$ cat config.mk
export PLATFORM = sky130hd
export DESIGN_NAME = motor_step_gen_flat
export DESIGN_NICKNAME = d
export VERILOG_FILES = /design/src/rtl/motor_step_gen_if.sv /design/src/rtl/motor_step_gen.sv /design/src/flat_wrapper.sv
export SDC_FILE = /design/constraint.sdc
export NUM_CORES = 1
export LEC_CHECK = 0
export BUFFER_PORTS_ARGS = -buffer_cell sky130_fd_sc_hd__buf_2
export CORE_UTILIZATION = 48
export CTS_BUF_LIST = sky130_fd_sc_hd__clkbuf_8
export CTS_CLUSTER_DIAMETER = 40
export DETAILED_ROUTE_END_ITERATION = 10
export PLACE_DENSITY = 0.76
export SYNTH_ARGS = -nofsm -noshare
export SYNTH_HDL_FRONTEND = slang
export SYNTH_SLANG_ARGS = --single-unit
$ cat constraint.sdc
create_clock -name CLK_50MHZ -period 15.69 [get_ports CLK_50MHZ]
set_clock_uncertainty 0.05 [all_clocks]
set_input_delay 3.138 -clock CLK_50MHZ [delete_from_list [all_inputs] [get_ports CLK_50MHZ]]
set_output_delay 3.138 -clock CLK_50MHZ [all_outputs]
set_load 0.005 [all_outputs]
$ cat src/rtl/motor_step_gen_if.sv
// Command/status bundle between the axis command decoder (master) and
// one motor_step_gen instance (slave).
interface motor_step_gen_if #(
  parameter int DIV_W = 20,
  parameter int POS_W = 32
);
  logic                    stepClockEna;
  logic [DIV_W-1:0]        divider;
  logic                    moveDirInvers;
  logic signed [POS_W-1:0] target_pos;
  logic                    target_load;
  logic                    pos_load;
  logic signed [POS_W-1:0] pos_value;
  logic                    abort;
  logic                    dir;
  logic                    step;
  logic signed [POS_W-1:0] cur_position;
  logic                    busy;
  logic                    done;
  logic                    aborted;

  modport master (
    output stepClockEna, divider, moveDirInvers, target_pos, target_load,
           pos_load, pos_value, abort,
    input  dir, step, cur_position, busy, done, aborted
  );

  modport slave (
    input  stepClockEna, divider, moveDirInvers, target_pos, target_load,
           pos_load, pos_value, abort,
    output dir, step, cur_position, busy, done, aborted
  );
endinterface

$ cat src/rtl/motor_step_gen.sv
// Step/direction pulse generator for one stepper axis driving to an absolute target.
// Define MOTOR_RAMP_EN to build the trapezoidal acceleration/deceleration profile.
module motor_step_gen #(
  parameter int DIV_W         = 20,
  parameter int POS_W         = 32,
  parameter int DIR_SETUP_CYC = 50,
  parameter int RAMP_LEN      = 64,
  parameter int RAMP_INC      = 256
) (
  input logic             CLK_50MHZ,
  input logic             reset,
  motor_step_gen_if.slave bus
);

  localparam int SETUP_W = (DIR_SETUP_CYC > 1) ? $clog2(DIR_SETUP_CYC) : 1;
  localparam logic [SETUP_W-1:0] SETUP_INIT = SETUP_W'(DIR_SETUP_CYC - 1);
  localparam logic [POS_W:0]     ONE_P = (POS_W+1)'(1);
  localparam logic [POS_W-1:0]   ONE_Q = POS_W'(1);
  localparam logic [DIV_W-1:0]   ONE_D = DIV_W'(1);

  if (DIR_SETUP_CYC < 1) begin : g_chkSetup
    $error("motor_step_gen: DIR_SETUP_CYC must be at least 1");
  end
  if (RAMP_LEN < 0 || RAMP_INC < 0) begin : g_chkRamp
    $error("motor_step_gen: RAMP_LEN and RAMP_INC must be non-negative");
  end

  typedef enum logic [1:0] {IDLE, SETUP, STEP_HI, STEP_LO} state_t;

  state_t                  r_state;
  logic                    r_dirInt;
  logic                    r_step;
  logic signed [POS_W-1:0] r_pos;
  logic [POS_W:0]          r_stepsLeft;
  logic [DIV_W-1:0]        r_cnt;
  logic [DIV_W-1:0]        r_loTicks;
  logic [SETUP_W-1:0]      r_setupCnt;
  logic                    r_abortPend;
  logic                    r_busy;
  logic                    r_done;
  logic                    r_aborted;

  logic [POS_W:0]   w_delta;
  logic [POS_W:0]   w_absDelta;
  logic [POS_W:0]   w_leftBefore;
  logic [POS_W:0]   w_leftAfter;
  logic             w_newDir;
  logic             w_tick;
  logic             w_abortReq;
  logic             w_enterHi;
  logic [DIV_W-1:0] w_baseE;
  logic [DIV_W-1:0] w_effE;
  logic [DIV_W-1:0] w_hiTicks;
  logic [DIV_W-1:0] w_loTicks;

  // Delta is one bit wider than the position so a full-range move cannot overflow.
  assign w_delta      = {bus.target_pos[POS_W-1], bus.target_pos} - {r_pos[POS_W-1], r_pos};
  assign w_absDelta   = w_delta[POS_W] ? (~w_delta + ONE_P) : w_delta;
  assign w_newDir     = ~w_delta[POS_W];
  assign w_tick       = bus.stepClockEna;
  assign w_abortReq   = bus.abort | r_abortPend;
  assign w_leftBefore = (r_state == IDLE) ? w_absDelta : r_stepsLeft;
  assign w_leftAfter  = w_leftBefore - ONE_P;
  assign w_baseE      = (bus.divider == '0) ? ONE_D : bus.divider;

`ifdef MOTOR_RAMP_EN
  localparam logic [POS_W:0] RAMP_LEN_P = (POS_W+1)'(RAMP_LEN);
  localparam logic [63:0]    E_MAX      = (64'(1) << DIV_W) - 64'(1);

  logic [POS_W:0] r_issued;
  logic [POS_W:0] w_issued;
  logic [POS_W:0] w_rampR;
  logic [63:0]    w_rampSum;

  // Ramp position is the distance to the nearer end of the move, capped at RAMP_LEN.
  always_comb begin
    w_issued = (r_state == IDLE) ? '0 : r_issued;
    w_rampR  = w_issued;
    if (w_leftAfter < w_rampR) w_rampR = w_leftAfter;
    if (RAMP_LEN_P < w_rampR)  w_rampR = RAMP_LEN_P;
    w_rampSum = 64'(w_baseE) + 64'(RAMP_LEN_P - w_rampR) * 64'(RAMP_INC);
    w_effE    = (w_rampSum > E_MAX) ? {DIV_W{1'b1}} : DIV_W'(w_rampSum);
  end
`else
  assign w_effE = w_baseE;
`endif

  assign w_hiTicks = DIV_W'(({1'b0, w_effE} + (DIV_W+1)'(2)) >> 1);
  assign w_loTicks = DIV_W'(({1'b0, w_effE} + (DIV_W+1)'(1)) >> 1);

  always_comb begin
    w_enterHi = 1'b0;
    case (r_state)
      IDLE:    w_enterHi = bus.target_load && !bus.pos_load && !bus.abort &&
                           (w_absDelta != '0) && (w_newDir == r_dirInt);
      SETUP:   w_enterHi = w_tick && (r_setupCnt == '0) && !w_abortReq;
      STEP_LO: w_enterHi = w_tick && (r_cnt <= ONE_D) && (r_stepsLeft != '0) && !w_abortReq;
      default: w_enterHi = 1'b0;
    endcase
  end

  // Step-high entry is shared by IDLE, SETUP and STEP_LO, so it is applied after the case.
  always_ff @(posedge CLK_50MHZ) begin
    if (reset) begin
      r_state     <= IDLE;
      r_dirInt    <= 1'b1;
      r_step      <= 1'b0;
      r_pos       <= '0;
      r_stepsLeft <= '0;
      r_cnt       <= '0;
      r_loTicks   <= '0;
      r_setupCnt  <= '0;
      r_abortPend <= 1'b0;
      r_busy      <= 1'b0;
      r_done      <= 1'b0;
      r_aborted   <= 1'b0;
`ifdef MOTOR_RAMP_EN
      r_issued    <= '0;
`endif
    end else begin
      r_done    <= 1'b0;
      r_aborted <= 1'b0;
      case (r_state)
        IDLE: begin
          r_abortPend <= 1'b0;
`ifdef MOTOR_RAMP_EN
          r_issued    <= '0;
`endif
          if (bus.pos_load) begin
            r_pos <= bus.pos_value;
          end else if (bus.target_load && !bus.abort) begin
            if (w_absDelta == '0) begin
              r_done <= 1'b1;
            end else if (w_newDir != r_dirInt) begin
              r_dirInt    <= w_newDir;
              r_state     <= SETUP;
              r_busy      <= 1'b1;
              r_setupCnt  <= SETUP_INIT;
              r_stepsLeft <= w_absDelta;
            end
          end
        end
        // No pulse has started yet, so an abort here ends the move right away.
        SETUP: begin
          if (w_abortReq) begin
            r_state   <= IDLE;
            r_busy    <= 1'b0;
            r_aborted <= 1'b1;
          end else if (r_setupCnt != '0) begin
            r_setupCnt <= r_setupCnt - SETUP_W'(1);
          end
        end
        STEP_HI: begin
          if (bus.abort) r_abortPend <= 1'b1;
          if (w_tick) begin
            if (r_cnt <= ONE_D) begin
              r_step  <= 1'b0;
              r_state <= STEP_LO;
              r_cnt   <= r_loTicks;
            end else begin
              r_cnt <= r_cnt - ONE_D;
            end
          end
        end
        STEP_LO: begin
          if (bus.abort) r_abortPend <= 1'b1;
          if (w_tick) begin
            if (r_cnt > ONE_D) begin
              r_cnt <= r_cnt - ONE_D;
            end else if (!w_enterHi) begin
              r_state   <= IDLE;
              r_busy    <= 1'b0;
              r_done    <= (r_stepsLeft == '0);
              r_aborted <= (r_stepsLeft != '0);
            end
          end
        end
        default: r_state <= IDLE;
      endcase

      if (w_enterHi) begin
        r_state     <= STEP_HI;
        r_busy      <= 1'b1;
        r_step      <= 1'b1;
        r_pos       <= r_dirInt ? (r_pos + ONE_Q) : (r_pos - ONE_Q);
        r_stepsLeft <= w_leftAfter;
        r_cnt       <= w_hiTicks;
        r_loTicks   <= w_loTicks;
`ifdef MOTOR_RAMP_EN
        r_issued    <= (w_issued < RAMP_LEN_P) ? (w_issued + ONE_P) : w_issued;
`endif
      end
    end
  end

  assign bus.dir          = r_dirInt ^ bus.moveDirInvers;
  assign bus.step         = r_step;
  assign bus.cur_position = r_pos;
  assign bus.busy         = r_busy;
  assign bus.done         = r_done;
  assign bus.aborted      = r_aborted;

endmodule

$ cat src/flat_wrapper.sv
// flat-port wrapper written by rule: the top's interface ports become plain ports
module motor_step_gen_flat 
#(
  parameter int DIV_W         = 20,
  parameter int POS_W         = 32,
  parameter int DIR_SETUP_CYC = 50,
  parameter int RAMP_LEN      = 64,
  parameter int RAMP_INC      = 256
)
  (CLK_50MHZ, reset, bus_stepClockEna, bus_divider, bus_moveDirInvers, bus_target_pos, bus_target_load, bus_pos_load, bus_pos_value, bus_abort, bus_dir, bus_step, bus_cur_position, bus_busy, bus_done, bus_aborted);
  motor_step_gen_if #(.DIV_W(DIV_W), .POS_W(POS_W)) bus_i ();
  input logic CLK_50MHZ;
  input logic reset;
  input wire logic [$bits(bus_i.stepClockEna)-1:0] bus_stepClockEna;
  input wire logic [$bits(bus_i.divider)-1:0] bus_divider;
  input wire logic [$bits(bus_i.moveDirInvers)-1:0] bus_moveDirInvers;
  input wire logic [$bits(bus_i.target_pos)-1:0] bus_target_pos;
  input wire logic [$bits(bus_i.target_load)-1:0] bus_target_load;
  input wire logic [$bits(bus_i.pos_load)-1:0] bus_pos_load;
  input wire logic [$bits(bus_i.pos_value)-1:0] bus_pos_value;
  input wire logic [$bits(bus_i.abort)-1:0] bus_abort;
  output wire logic [$bits(bus_i.dir)-1:0] bus_dir;
  output wire logic [$bits(bus_i.step)-1:0] bus_step;
  output wire logic [$bits(bus_i.cur_position)-1:0] bus_cur_position;
  output wire logic [$bits(bus_i.busy)-1:0] bus_busy;
  output wire logic [$bits(bus_i.done)-1:0] bus_done;
  output wire logic [$bits(bus_i.aborted)-1:0] bus_aborted;
  assign bus_i.stepClockEna = bus_stepClockEna;
  assign bus_i.divider = bus_divider;
  assign bus_i.moveDirInvers = bus_moveDirInvers;
  assign bus_i.target_pos = bus_target_pos;
  assign bus_i.target_load = bus_target_load;
  assign bus_i.pos_load = bus_pos_load;
  assign bus_i.pos_value = bus_pos_value;
  assign bus_i.abort = bus_abort;
  assign bus_dir = bus_i.dir;
  assign bus_step = bus_i.step;
  assign bus_cur_position = bus_i.cur_position;
  assign bus_busy = bus_i.busy;
  assign bus_done = bus_i.done;
  assign bus_aborted = bus_i.aborted;
  motor_step_gen #(.DIV_W(DIV_W), .POS_W(POS_W), .DIR_SETUP_CYC(DIR_SETUP_CYC), .RAMP_LEN(RAMP_LEN), .RAMP_INC(RAMP_INC)) u_core (.CLK_50MHZ(CLK_50MHZ), .reset(reset), .bus(bus_i));
endmodule
# Word level (Yosys, flattened, before mapping)
# Cells that the tools add are included.
[op_classes]
add_sub_neg = 9
order_cmp = 2
eq_ne = 29
muxes = 65
n_bitwise = 6
reduce_logical = 44
[op_table]
columns = ["op", "count"]
rows = [
  ["$mux 33", 8],
  ["$mux 32", 4],
  ["$mux 20", 6],
  ["$logic_not 33->1", 2],
  ["$reduce_bool 33->1", 2],
  ["$pmux 20 s2", 1],
  ["$mux 6", 6],
  ["$add 33x1->33 const B", 1],
  ["$not 33->33", 1],
  ["$sub 32x32->33", 1],
  ["$sub 33x1->33 const B", 1],
  ["$add 32x1->32 const B", 1],
  ["$sub 32x1->32 const B", 1],
  ["$mux 1", 23],
  ["$add 20x1->21 const B", 1],
  ["$add 20x2->21 const B", 1],
  ["$ne 3x2->1 const B", 7],
  ["$gt 20x1->1 const B", 1],
  ["$le 20x1->1 const B", 1],
  ["$logic_not 20->1", 1],
  ["$mux 2", 10],
  ["$sub 20x1->20 const B", 1],
  ["$reduce_and 9->1", 2],
  ["$reduce_bool 2->1", 9],
  ["29 further kinds", 63],
]
[totals]
regBits = 119
in_bits = 91
elab_cells = 168

# Longest topological paths before layout
# Gate-level depths: netlist of the first run.
[depth]
ltp_word = 12
depth_mapped = 23

# Worst setup path before layout of the first run
# No wires, ideal clock.
[synth_timing]
path_type = "input -> register"
startpoint = "input bus_target_pos[0]"
endpoint = "register u_core.r_stepsLeft[27]"
t_arrival_ps = 7959
t_required_ps = 15561
slack_ps = 7602
path_stages = 20
cell_sequence = "inv_1 > ha_1 > fa_1 > nor2b_1 > o21ai_2 > xnor2_1 > nor4_1 > nand3_1 > nor2_2 > a31oi_1 > xnor2_1 > mux2_1 > or4_1 > clkbuf_1 > or3_1 > buf_2 > or4_4 > a211o_1 > a21o_1 > a211oi_2"
[synth_between]
elab_chain_cells = 10
[synth_rtl]
columns = ["element", "line_no", "source"]
rows = [
  ["from (decl)", "flat_wrapper.sv:17", "input wire logic [$bits(bus_i.target_pos)-1:0] bus_target_pos;"],
  ["$sub 32x32->33 *", "motor_step_gen.sv:57", "assign w_delta = {bus.target_pos[POS_W-1], bus.target_pos} - {r_pos[POS_W-1], r_pos};"],
  ["parallel branches: the longest is 9 deep, another holds $add 33x1->33", "--", ""],
  ["to (signal assigned)", "motor_step_gen.sv:139", "r_stepsLeft <= w_absDelta;"],
  ["to (signal assigned)", "motor_step_gen.sv:186", "r_stepsLeft <= w_leftAfter;"],
  ["to (decl)", "motor_step_gen.sv:34", "logic [POS_W:0] r_stepsLeft;"],
]
# Mark *: on every way between the ends. The select of a mux whose other input is x is not followed.
# A chain may end at the register's enable or synchronous reset.

# Worst setup path after layout of the first run
[layout_timing]
startpoint = "input bus_target_pos[0]"
endpoint = "register u_core.r_stepsLeft[4]"
# The elaborated chain is that of the path after synthesis.

==> results of run 1 <==
cell type report:
type / instances / area [sq um]
timing repair buffer: 143 / 758
sequential: 119 / 2380
fill: 2747 / 13100
antenna: 1 / 2.50
clock inverter: 14 / 201
multi-input combinational: 1635 / 10500
tap: 378 / 473
clock buffer: 17 / 234
inverter: 82 / 308
synthesized netlist by cell type, drive strengths merged, types with 49 or more instances:
| cell type | n | area [sq um] |
|---|---|---|
| a211oi | 70 | 553 |
| o21ai | 92 | 468 |
| xnor2 | 76 | 688 |
| nand3 | 52 | 260 |
| nor3 | 115 | 603 |
| nor4 | 49 | 325 |
| dfxtp | 119 | 2380 |
| clkbuf | 98 | 368 |
| a21oi | 154 | 774 |
| inv | 80 | 300 |
| ha | 73 | 913 |
| nor2 | 200 | 753 |
| nand2 | 188 | 706 |
per-stage QoR:
stage | cell area, sq um | std cells | total power, uW | hold WS [ps] | setup WS, ps
CTS | 14900 | 2388 | 2870 | 420 | 6180
finish | 14900 | 2389 | 2920 | 417 | 6070
floorplan | 13800 | 1975 | 2060 | 379 | 7600
detailed placement | 14500 | 2357 | 2530 | 405 | 5720
global placement | 14500 | 2357 | 2480 | 391 | 5870
global route | 14900 | 2388 | 3140 | 447 | 5540
logic make-up (layout without fill, tap and decap cells):
| logic type | count (synthesis) | count (layout) |
|---|---|---|
| multiplexers | 21 | 21 |
| other | 0 | 1 |
| flip-flops | 119 | 119 |
| AO/OA/AOI/OAI | 606 | 606 |
| XOR/XNOR | 120 | 120 |
| adder cells (fa/ha/maj) | 75 | 75 |
| buffers and inverters | 221 | 256 |
| AND/OR/NAND/NOR | 813 | 813 |
worst max-delay path: cells and delay by family:
| family | cells | cell delay [ps] |
|---|---|---|
| buf+inv | 4 | 1130 |
| simple gates | 6 | 2280 |
| fa+ha+maj | 2 | 620 |
| compound gates | 7 | 1930 |
| mux | 1 | 320 |
| xor+xnor | 1 | 480 |
power by group through the flow:
| stage | clock network [uW] | registers, uW | logic, uW |
|---|---|---|---|
| 2_1_floorplan | 0 | 454 | 1610 |
| 3_3_place_gp | 0 | 482 | 2000 |
| 3_5_place_dp | 0 | 485 | 2050 |
| 4_1_cts | 326 | 478 | 2060 |
| 5_1_grt | 341 | 492 | 2310 |
| 6_report | 327 | 484 | 2110 |
final timing paths:
check,to,slack [ps]
worst min-delay path,u_core.r_loTicks[19]$_SDFFE_PP0N_,420
worst max register to register,u_core.r_stepsLeft[4]$_SDFFE_PP0P_,8250
worst min register to register,u_core.r_loTicks[19]$_SDFFE_PP0N_,420
worst max-delay path,u_core.r_stepsLeft[4]$_SDFFE_PP0P_,6070
registers in the layout, indices dropped and copies added (netlist names), 2 cells and up:
| name | cells |
|---|---|
| u_core.r_loTicks | 20 |
| u_core.r_cnt | 20 |
| u_core.bus.cur_position | 32 |
| u_core.r_stepsLeft | 33 |
| u_core.r_state | 2 |
| u_core.r_setupCnt | 6 |
metal layers:
metal | wire length (um) | part of all wire | track usage | vias to the layer above
li1 | - | - | - | 7420
met1 | 19100 | 0.43 | 0.396 | 7252
met2 | 20700 | 0.46 | 0.497 | 684
met3 | 3600 | 0.080 | 0.0416 | 113
met4 | 1430 | 0.032 | 0.123 | 0
met5 | 0 | 0 | 0 | -
==> out/qor.yml, run 1 <==
cells_and_area:
  utilization: 0.532
  mostFrequentLayoutCell: "nor2_1"
  fin_nets: 2164
  area_growth_pct: 8.15
  final_cell_mix: "nor2_1, nand2_1, a21oi_1"
  drive_gt1_frac: 0.118
pwr:
  p_clk_frac: 0.112
  power_frac_seq: 0.166
  p_per_area_nw_per_um2: 196
  p_switching_uw: 1620
  p_int_uw: 1300
  pwr-share-comb: 0.722
  swShare: 0.555
  peakVddDrop_uv: 121
  leakage_uw: 0.00572
drt:
  routed_wl_um: 44800
  first_pass_iters: 6
  antenna_left: 0
  via_per_inst: 6.48
  route.detailed.drc: 0
  routed-via-count: 15500
  drtIter0Drc: 1476
  wire_per_inst_um: 18.8
synthesis:
  synth_nets: 2141
  synth-seq-cells: 119
  synth_fa_ha_area_frac: 0.0692
  synth_ff_type: "dfxtp_1"
  synth_top_family_by_area: "compound AO/OA/AOI/OAI gates"
  synth_compound_area_frac: 0.306
  yosys_warnings: 0
  synth_area_per_cell_sq_um: 6.98
  synth_area_sq_um: 13800
  synth-async-reset-ratio: 0
  ys_seq_area_frac: 0.173
  syn_inst: 1975
  synth_simple_gate_area_frac: 0.294
  synth_edf_count: 0
  ys_types: 102
  synthXorXnorAreaFrac: 0.0779
  muxShareOfSynthArea: 0.0157
clocking:
  worst_skew_pair.late_latency_ps: 480
  cts-buffers-inserted: 17
  cts_buffer_depth: 2
  root_buffer: "clkbuf_8"
  ctsResizeCount: 0
  h-tree-depth: 4
  cts_setup_buffers: 0
  cts_sinks: 119
  clk_pin_slew_ps: 80
  hold_buffers: 0
  cts_tree: "built"
sta:
  tns_ps: 0
  worstMarginPinSlew_ps: 1220
  layout_min_cycle_time_ps: 9620
  slew_headroom: 0.189
  maxSlewViolCount: 0
  clock.fmax_ghz: 0.104
  fin_crit_sh: 0.613
  grt_setup_unrepaired: "no"
  setup_viol: 0
  hold_viol: 0
die:
  initial_utilization: 0.492
  boundaryPins: 128
  die_h_um: 171
  dieWidth_um: 171
  design.die.area_sq_um: 29400
  placementRows: 61
  core_sq_um: 28000
critical_path:
  cp_max_fo: 42
  rr_startpoint: "u_core.bus.cur_position[1]$_SDFFE_PP0P_"
  required_ps: 15990
  path_common_cell: "buf_4"
  cp-end-kind: "flop"
  cp_slowest_cell: "nand2b_2"
  reg2reg_depth: 19
  path_cells: "buf_2, inv_1, ha_1, fa_1, nor2b_1, o211a_1, a21oi_1, a21o_2, o41a_1, xnor2_1, o211ai_1, nor4_1, mux2i_1, nor3_1, or2_1, nor4_4, buf_4, nand2b_2, buf_4, o21ai_0, a32o_1"
  worst_path_largest_cell_delay_ps: 790
  cp-start-kind: "primary input"
  critical_path_class: "primary input to flop"
  startpoint: "bus_target_pos[0]"
  crit_arrival_ps: 9920
flow_run:
  maxCapViolations: 0
placed_design:
  io_buffers: 127
  gp_congestion: 0.945
  post-dp-hpwl_um: 32600
global_route:
  gr-total-overflow: 0
  grt_use_total: 0.302
  antenna_found_initial: 0
  grt_pass1_wl_um: 71800
  grt_pass1_vias: 14200
  grt_max_degree: 85
run_status:
  outcome: "finished, final reports clean"
min_path:
  whs_path_depth: 2
  min_path_type: "flop to flop"
  min-delay-start: "u_core.r_loTicks[19]$_SDFFE_PP0N_"
Note: power is estimated with default switching activity, not from simulation.
==> run 2: changes to the inputs <==
--- a/config.mk
+++ b/config.mk
@@ -10,7 +10,7 @@
 export CTS_BUF_LIST = sky130_fd_sc_hd__clkbuf_8
 export CTS_CLUSTER_DIAMETER = 40
 export DETAILED_ROUTE_END_ITERATION = 10
-export PLACE_DENSITY = 0.76
+export PLACE_DENSITY = 0.78
 export SYNTH_ARGS = -nofsm -noshare
 export SYNTH_HDL_FRONTEND = slang
 export SYNTH_SLANG_ARGS = --single-unit
==> constraint.sdc (replaced) <==
create_clock -name CLK_50MHZ -period 7.95 [get_ports CLK_50MHZ]
set_clock_uncertainty 0.05 [all_clocks]
set_input_delay 1.59 -clock CLK_50MHZ [delete_from_list [all_inputs] [get_ports CLK_50MHZ]]
set_output_delay 1.59 -clock CLK_50MHZ [all_outputs]
set_load 0.005 [all_outputs]
==> out/qor.yml, run 2 (synthesized netlist as in run 1, its figures left out) <==
run_status:
  outcome: "finished, final reports clean"
cells_and_area:
  final_cell_mix: "nor2_1, nand2_1, a21oi_1"
  diodes: 0
  fin_nets: 2189
  mostFrequentLayoutCell: "nor2_1"
  top_register: "u_core.r_stepsLeft"
  drive_gt1_frac: 0.129
  area_growth_pct: 9.45
  largest_reg_flops: 33
critical_path:
  r2r-end: "u_core.bus.cur_position[7]$_SDFFE_PP0P_"
  cp-start-kind: "primary input"
  reg2reg_depth: 19
  cp-end-kind: "flop"
  crit_arrival_ps: 7620
  r2r_slack_ps: 1360
  critical_path_class: "primary input to flop"
  required_ps: 8240
  cp_max_fo: 47
  rr_startpoint: "u_core.bus.cur_position[0]$_SDFFE_PP0P_"
drt:
  antenna_left: 0
  routed_wl_um: 45000
  wire_per_inst_um: 18.7
  via_per_inst: 6.47
  first_pass_iters: 5
  route.detailed.drc: 0
  routed-via-count: 15600
  drtIter0Drc: 1647
clocking:
  cts_sinks: 119
  cts_tree: "built"
  hold_buffers: 0
  root_buffer: "clkbuf_8"
  worst_skew_pair.late_latency_ps: 470
  cts-buffers-inserted: 17
  h-tree-depth: 4
  cts_buffer_depth: 2
  clk_pin_slew_ps: 70
  cts_setup_buffers: 0
  ctsResizeCount: 0
sta:
  setup_viol: 0
  fin_crit_sh: 0.921
  slew_headroom: 0.204
  hold_viol: 0
  worstMarginPinSlew_ps: 1190
  maxSlewViolCount: 0
  grt_setup_unrepaired: "no"
  layout_min_cycle_time_ps: 7320
  tns_ps: 0
  clock.fmax_ghz: 0.137
global_route:
  grt_pass1_wl_um: 73200
  grt_max_degree: 69
  grt_use_total: 0.306
  grt_pass1_vias: 14400
  gr-total-overflow: 0
  antenna_found_initial: 0
die:
  design.die.area_sq_um: 29400
  die_h_um: 171
  initial_utilization: 0.492
  dieWidth_um: 171
  placementRows: 61
  core_sq_um: 28000
  boundaryPins: 128
pwr:
  power_uw: 5780
  leakage_uw: 0.00583
  peakVddDrop_uv: 279
  p_per_area_nw_per_um2: 383
min_path:
  min_path_type: "flop to flop"
  min_to: "u_core.r_loTicks[19]$_SDFFE_PP0N_"
  whs_path_depth: 2
  min-delay-start: "u_core.r_loTicks[19]$_SDFFE_PP0N_"
flow_run:
  maxCapViolations: 0
placed_design:
  post-dp-hpwl_um: 33900
  gp_congestion: 0.976
  io_buffers: 127
[run 2: critical path: stages]
cell and delay, ps:
buf_2 80, inv_1 30, ha_1 190, fa_1 430
xor2_1 450, nand3_1 220, nor4_1 610, nand3_1 350
nor3_1 320, nand4_1 300, or2_2 440, o31a_1 350
xor2_1 170, nand2b_1 180, nor4_4 50, buf_4 170
nor2_4 890, buf_4 410, nor2_1 80, o32ai_1 290
[run 2: how the worst max path moves through the flow]
stage	start	end	slack (ps)	depth (start not counted)
2_1_floorplan	bus_target_pos[0]	u_core.r_stepsLeft[27]$_SDFFE_PP0P_	1410	20
3_3_place_gp	bus_target_pos[0]	u_core.bus.cur_position[6]$_SDFFE_PP0P_	610	21
3_5_place_dp	bus_target_pos[0]	u_core.bus.cur_position[18]$_SDFFE_PP0P_	400	20
4_1_cts	bus_target_pos[0]	u_core.bus.cur_position[7]$_SDFFE_PP0P_	820	20
5_1_grt	bus_target_pos[0]	u_core.bus.cur_position[18]$_SDFFE_PP0P_	170	20
6_report	bus_target_pos[0]	u_core.bus.cur_position[7]$_SDFFE_PP0P_	630	20
[run 2: report_power, final]
group / switching, uW / leakage [uW] / internal [uW]
Clock: 285 / 0.000202 / 276
Sequential: 194 / 0.000973 / 761
Combinational: 2730 / 0.00466 / 1530
Total: 3210 / 0.00583 / 2570
[run 2: routing by layer]
metal / global-route usage / up-vias / part of all wire
met3: 0.0430 / 110 / 0.085
met5: 0 / - / 0
met1: 0.405 / 7259 / 0.43
met2: 0.499 / 792 / 0.46
met4: 0.120 / 0 / 0.030
li1: - / 7467 / -
[run 2: cell type report]
type | count | area, sq um
Inverter | 82 | 308
Multi-Input combinational cell | 1635 | 10500
Fill cell | 2725 | 12900
Clock inverter | 12 | 116
Clock buffer | 20 | 275
Tap cell | 378 | 473
Sequential cell | 119 | 2380
Timing Repair Buffer | 168 | 983
[run 2: metrics by stage]
step           setup slack [ps]  hold slack, ps  area, sq um   util  std cells
5_1_grt                     174             416        15100  0.538       2414
3_5_place_dp                401             392        14700  0.524       2382
2_1_floorplan              1410             379        13800      -       1975
3_3_place_gp                608             386        14700  0.524       2382
6_report                    626             405        15100  0.538       2414
4_1_cts                     823             401        15100  0.538       2414
==> run 3: changes to the inputs <==
--- a/config.mk
+++ b/config.mk
@@ -10,7 +10,7 @@
 export CTS_BUF_LIST = sky130_fd_sc_hd__clkbuf_8
 export CTS_CLUSTER_DIAMETER = 40
 export DETAILED_ROUTE_END_ITERATION = 10
-export PLACE_DENSITY = 0.78
+export PLACE_DENSITY = 0.76
 export SYNTH_ARGS = -nofsm -noshare
 export SYNTH_HDL_FRONTEND = slang
 export SYNTH_SLANG_ARGS = --single-unit
==> constraint.sdc (replaced) <==
create_clock -name CLK_50MHZ -period 8.07 [get_ports CLK_50MHZ]
set_clock_uncertainty 0.05 [all_clocks]
set_input_delay 1.614 -clock CLK_50MHZ [delete_from_list [all_inputs] [get_ports CLK_50MHZ]]
set_output_delay 1.614 -clock CLK_50MHZ [all_outputs]
set_load 0.005 [all_outputs]
==> out/qor.yml, run 3 (synthesized netlist as in run 1, its figures left out) <==
die:
  die_h_um: 171
  design.die.area_sq_um: 29400
  initial_utilization: 0.492
  placementRows: 61
  boundaryPins: 128
  core_sq_um: 28000
  dieWidth_um: 171
cells_and_area:
  largest_reg_flops: 33
  drive_gt1_frac: 0.128
  area_growth_pct: 9.26
  fill_cells: 2744
  top_register: "u_core.r_stepsLeft"
  fin_cells: 2411
  fin_nets: 2185
  final_cell_mix: "nor2_1, nand2_1, a21oi_1"
  mostFrequentLayoutCell: "nor2_1"
clocking:
  cts_sinks: 119
  h-tree-depth: 4
  cts_buffer_depth: 2
  clk_pin_slew_ps: 90
  ctsResizeCount: 0
  cts_setup_buffers: 0
  cts_tree: "built"
  worst_skew_pair.late_latency_ps: 470
  hold_buffers: 0
  cts-buffers-inserted: 17
  root_buffer: "clkbuf_8"
drt:
  via_per_inst: 6.48
  routed_wl_um: 44900
  drtIter0Drc: 1464
  routed-via-count: 15600
  first_pass_iters: 6
  wire_per_inst_um: 18.6
  route.detailed.drc: 0
  antenna_left: 0
sta:
  worstMarginPinSlew_ps: 1260
  setup_slack_ps: 740
  hold-worst-slack_ps: 427
  hold_viol: 0
  tns_ps: 0
  grt_setup_unrepaired: "no"
  clock.fmax_ghz: 0.136
  layout_min_cycle_time_ps: 7330
  setup_viol: 0
  fin_crit_sh: 0.908
  slew_headroom: 0.157
  maxSlewViolCount: 0
critical_path:
  startpoint: "bus_target_pos[0]"
  required_ps: 8380
  r2r_slack_ps: 1390
  cp-end-kind: "flop"
  crit_arrival_ps: 7640
  reg2reg_depth: 19
  worst_path_largest_cell_delay_ps: 910
  rr_startpoint: "u_core.bus.cur_position[7]$_SDFFE_PP0P_"
  cp_max_fo: 28
  path_cells: "buf_2, inv_1, ha_1, fa_1, nor2b_1, o211a_1, a21oi_1, a21o_2, o41a_1, xnor2_1, o211ai_1, nor4_1, mux2i_1, nor3_1, or2_1, nor4_4, buf_4, nor2_2, buf_4, nor2_1, a2111oi_0"
  cp_slowest_cell: "nor2_2"
  critical_path_class: "primary input to flop"
  cp-start-kind: "primary input"
  r2r-end: "u_core.r_stepsLeft[29]$_SDFFE_PP0P_"
  path_common_cell: "buf_4"
run_status:
  outcome: "finished, final reports clean"
global_route:
  grt_pass1_wl_um: 71600
  use_met3: 0.0428
  grt_util_met2: 0.494
  gr-total-overflow: 0
  grt_use_total: 0.302
  antenna_found_initial: 2
  use_met1: 0.401
  grt_pass1_vias: 14000
  busiest_layer: "met2"
  grt_max_degree: 68
placed_design:
  io_buffers: 127
  dp.cells: 2378
  place_ws_ps: 398
  post-dp-hpwl_um: 33200
  gp_congestion: 0.942
min_path:
  min_path_type: "flop to flop"
  whs_path_depth: 2
  min-delay-start: "u_core.r_loTicks[19]$_SDFFE_PP0N_"
  min_to: "u_core.r_loTicks[19]$_SDFFE_PP0N_"
pwr:
  leakage_uw: 0.00581
  p_per_area_nw_per_um2: 378
  peakVddDrop_uv: 239
flow_run:
  maxCapViolations: 0
## run 3: layout make-up
| type | count | area [sq um] | share of cell area |
|---|---|---|---|
| clock buffer | 19 | 262 | 0.0174 |
| clock inverter | 12 | 116 | 0.00773 |
| multi-input combinational | 1635 | 10500 | 0.700 |
| antenna | 2 | 5.00 | 0.000332 |
| timing repair buffer | 164 | 966 | 0.0642 |
| tap | 378 | 473 | 0.0314 |
| inverter | 82 | 308 | 0.0204 |
| sequential | 119 | 2380 | 0.158 |
## run 3: where the power goes
part           internal [uW]  leakage (uW)  switching (uW)
sequential               749      0.000973             189
combinational           1510       0.00465            2690
clock                    262      0.000190             292
total                   2520       0.00581            3170
## run 3: how the worst max path moves through the flow
| stage | endpoint | slack (ps) | cells past startpoint |
|---|---|---|---|
| 4_1_cts | u_core.r_stepsLeft[29]$_SDFFE_PP0P_ | 890 | 21 |
| 5_1_grt | u_core.r_stepsLeft[29]$_SDFFE_PP0P_ | 190 | 19 |
| 3_5_place_dp | u_core.r_stepsLeft[29]$_SDFFE_PP0P_ | 400 | 21 |
| 2_1_floorplan | u_core.r_stepsLeft[27]$_SDFFE_PP0P_ | 1510 | 20 |
| 3_3_place_gp | u_core.r_stepsLeft[29]$_SDFFE_PP0P_ | 620 | 21 |
| 6_report | u_core.r_stepsLeft[29]$_SDFFE_PP0P_ | 740 | 21 |
## run 3: metrics by stage
stage / power [uW] / instance area [sq um] / util
finish: 5690 / 15100 / 0.537
detailed placement: 5020 / 14700 / 0.524
floorplan: 4010 / 13800 / -
global route: 6130 / 15100 / 0.537
global placement: 4920 / 14700 / 0.524
CTS: 5590 / 15000 / 0.537
## run 3: critical path, delay by kind of cell
kind            cells  cell delay (ps)
buf+inv             4              690
fa+ha+maj           2              630
simple gates        7             2360
compound gates      6             1750
mux                 1              190
xor+xnor            1              420
## run 3: layer usage
| metal | up-vias | part of all wire |
|---|---|---|
| met4 | 0 | 0.032 |
| met3 | 111 | 0.077 |
| met5 | - | 0 |
| met1 | 7342 | 0.44 |
| met2 | 700 | 0.45 |
| li1 | 7473 | - |
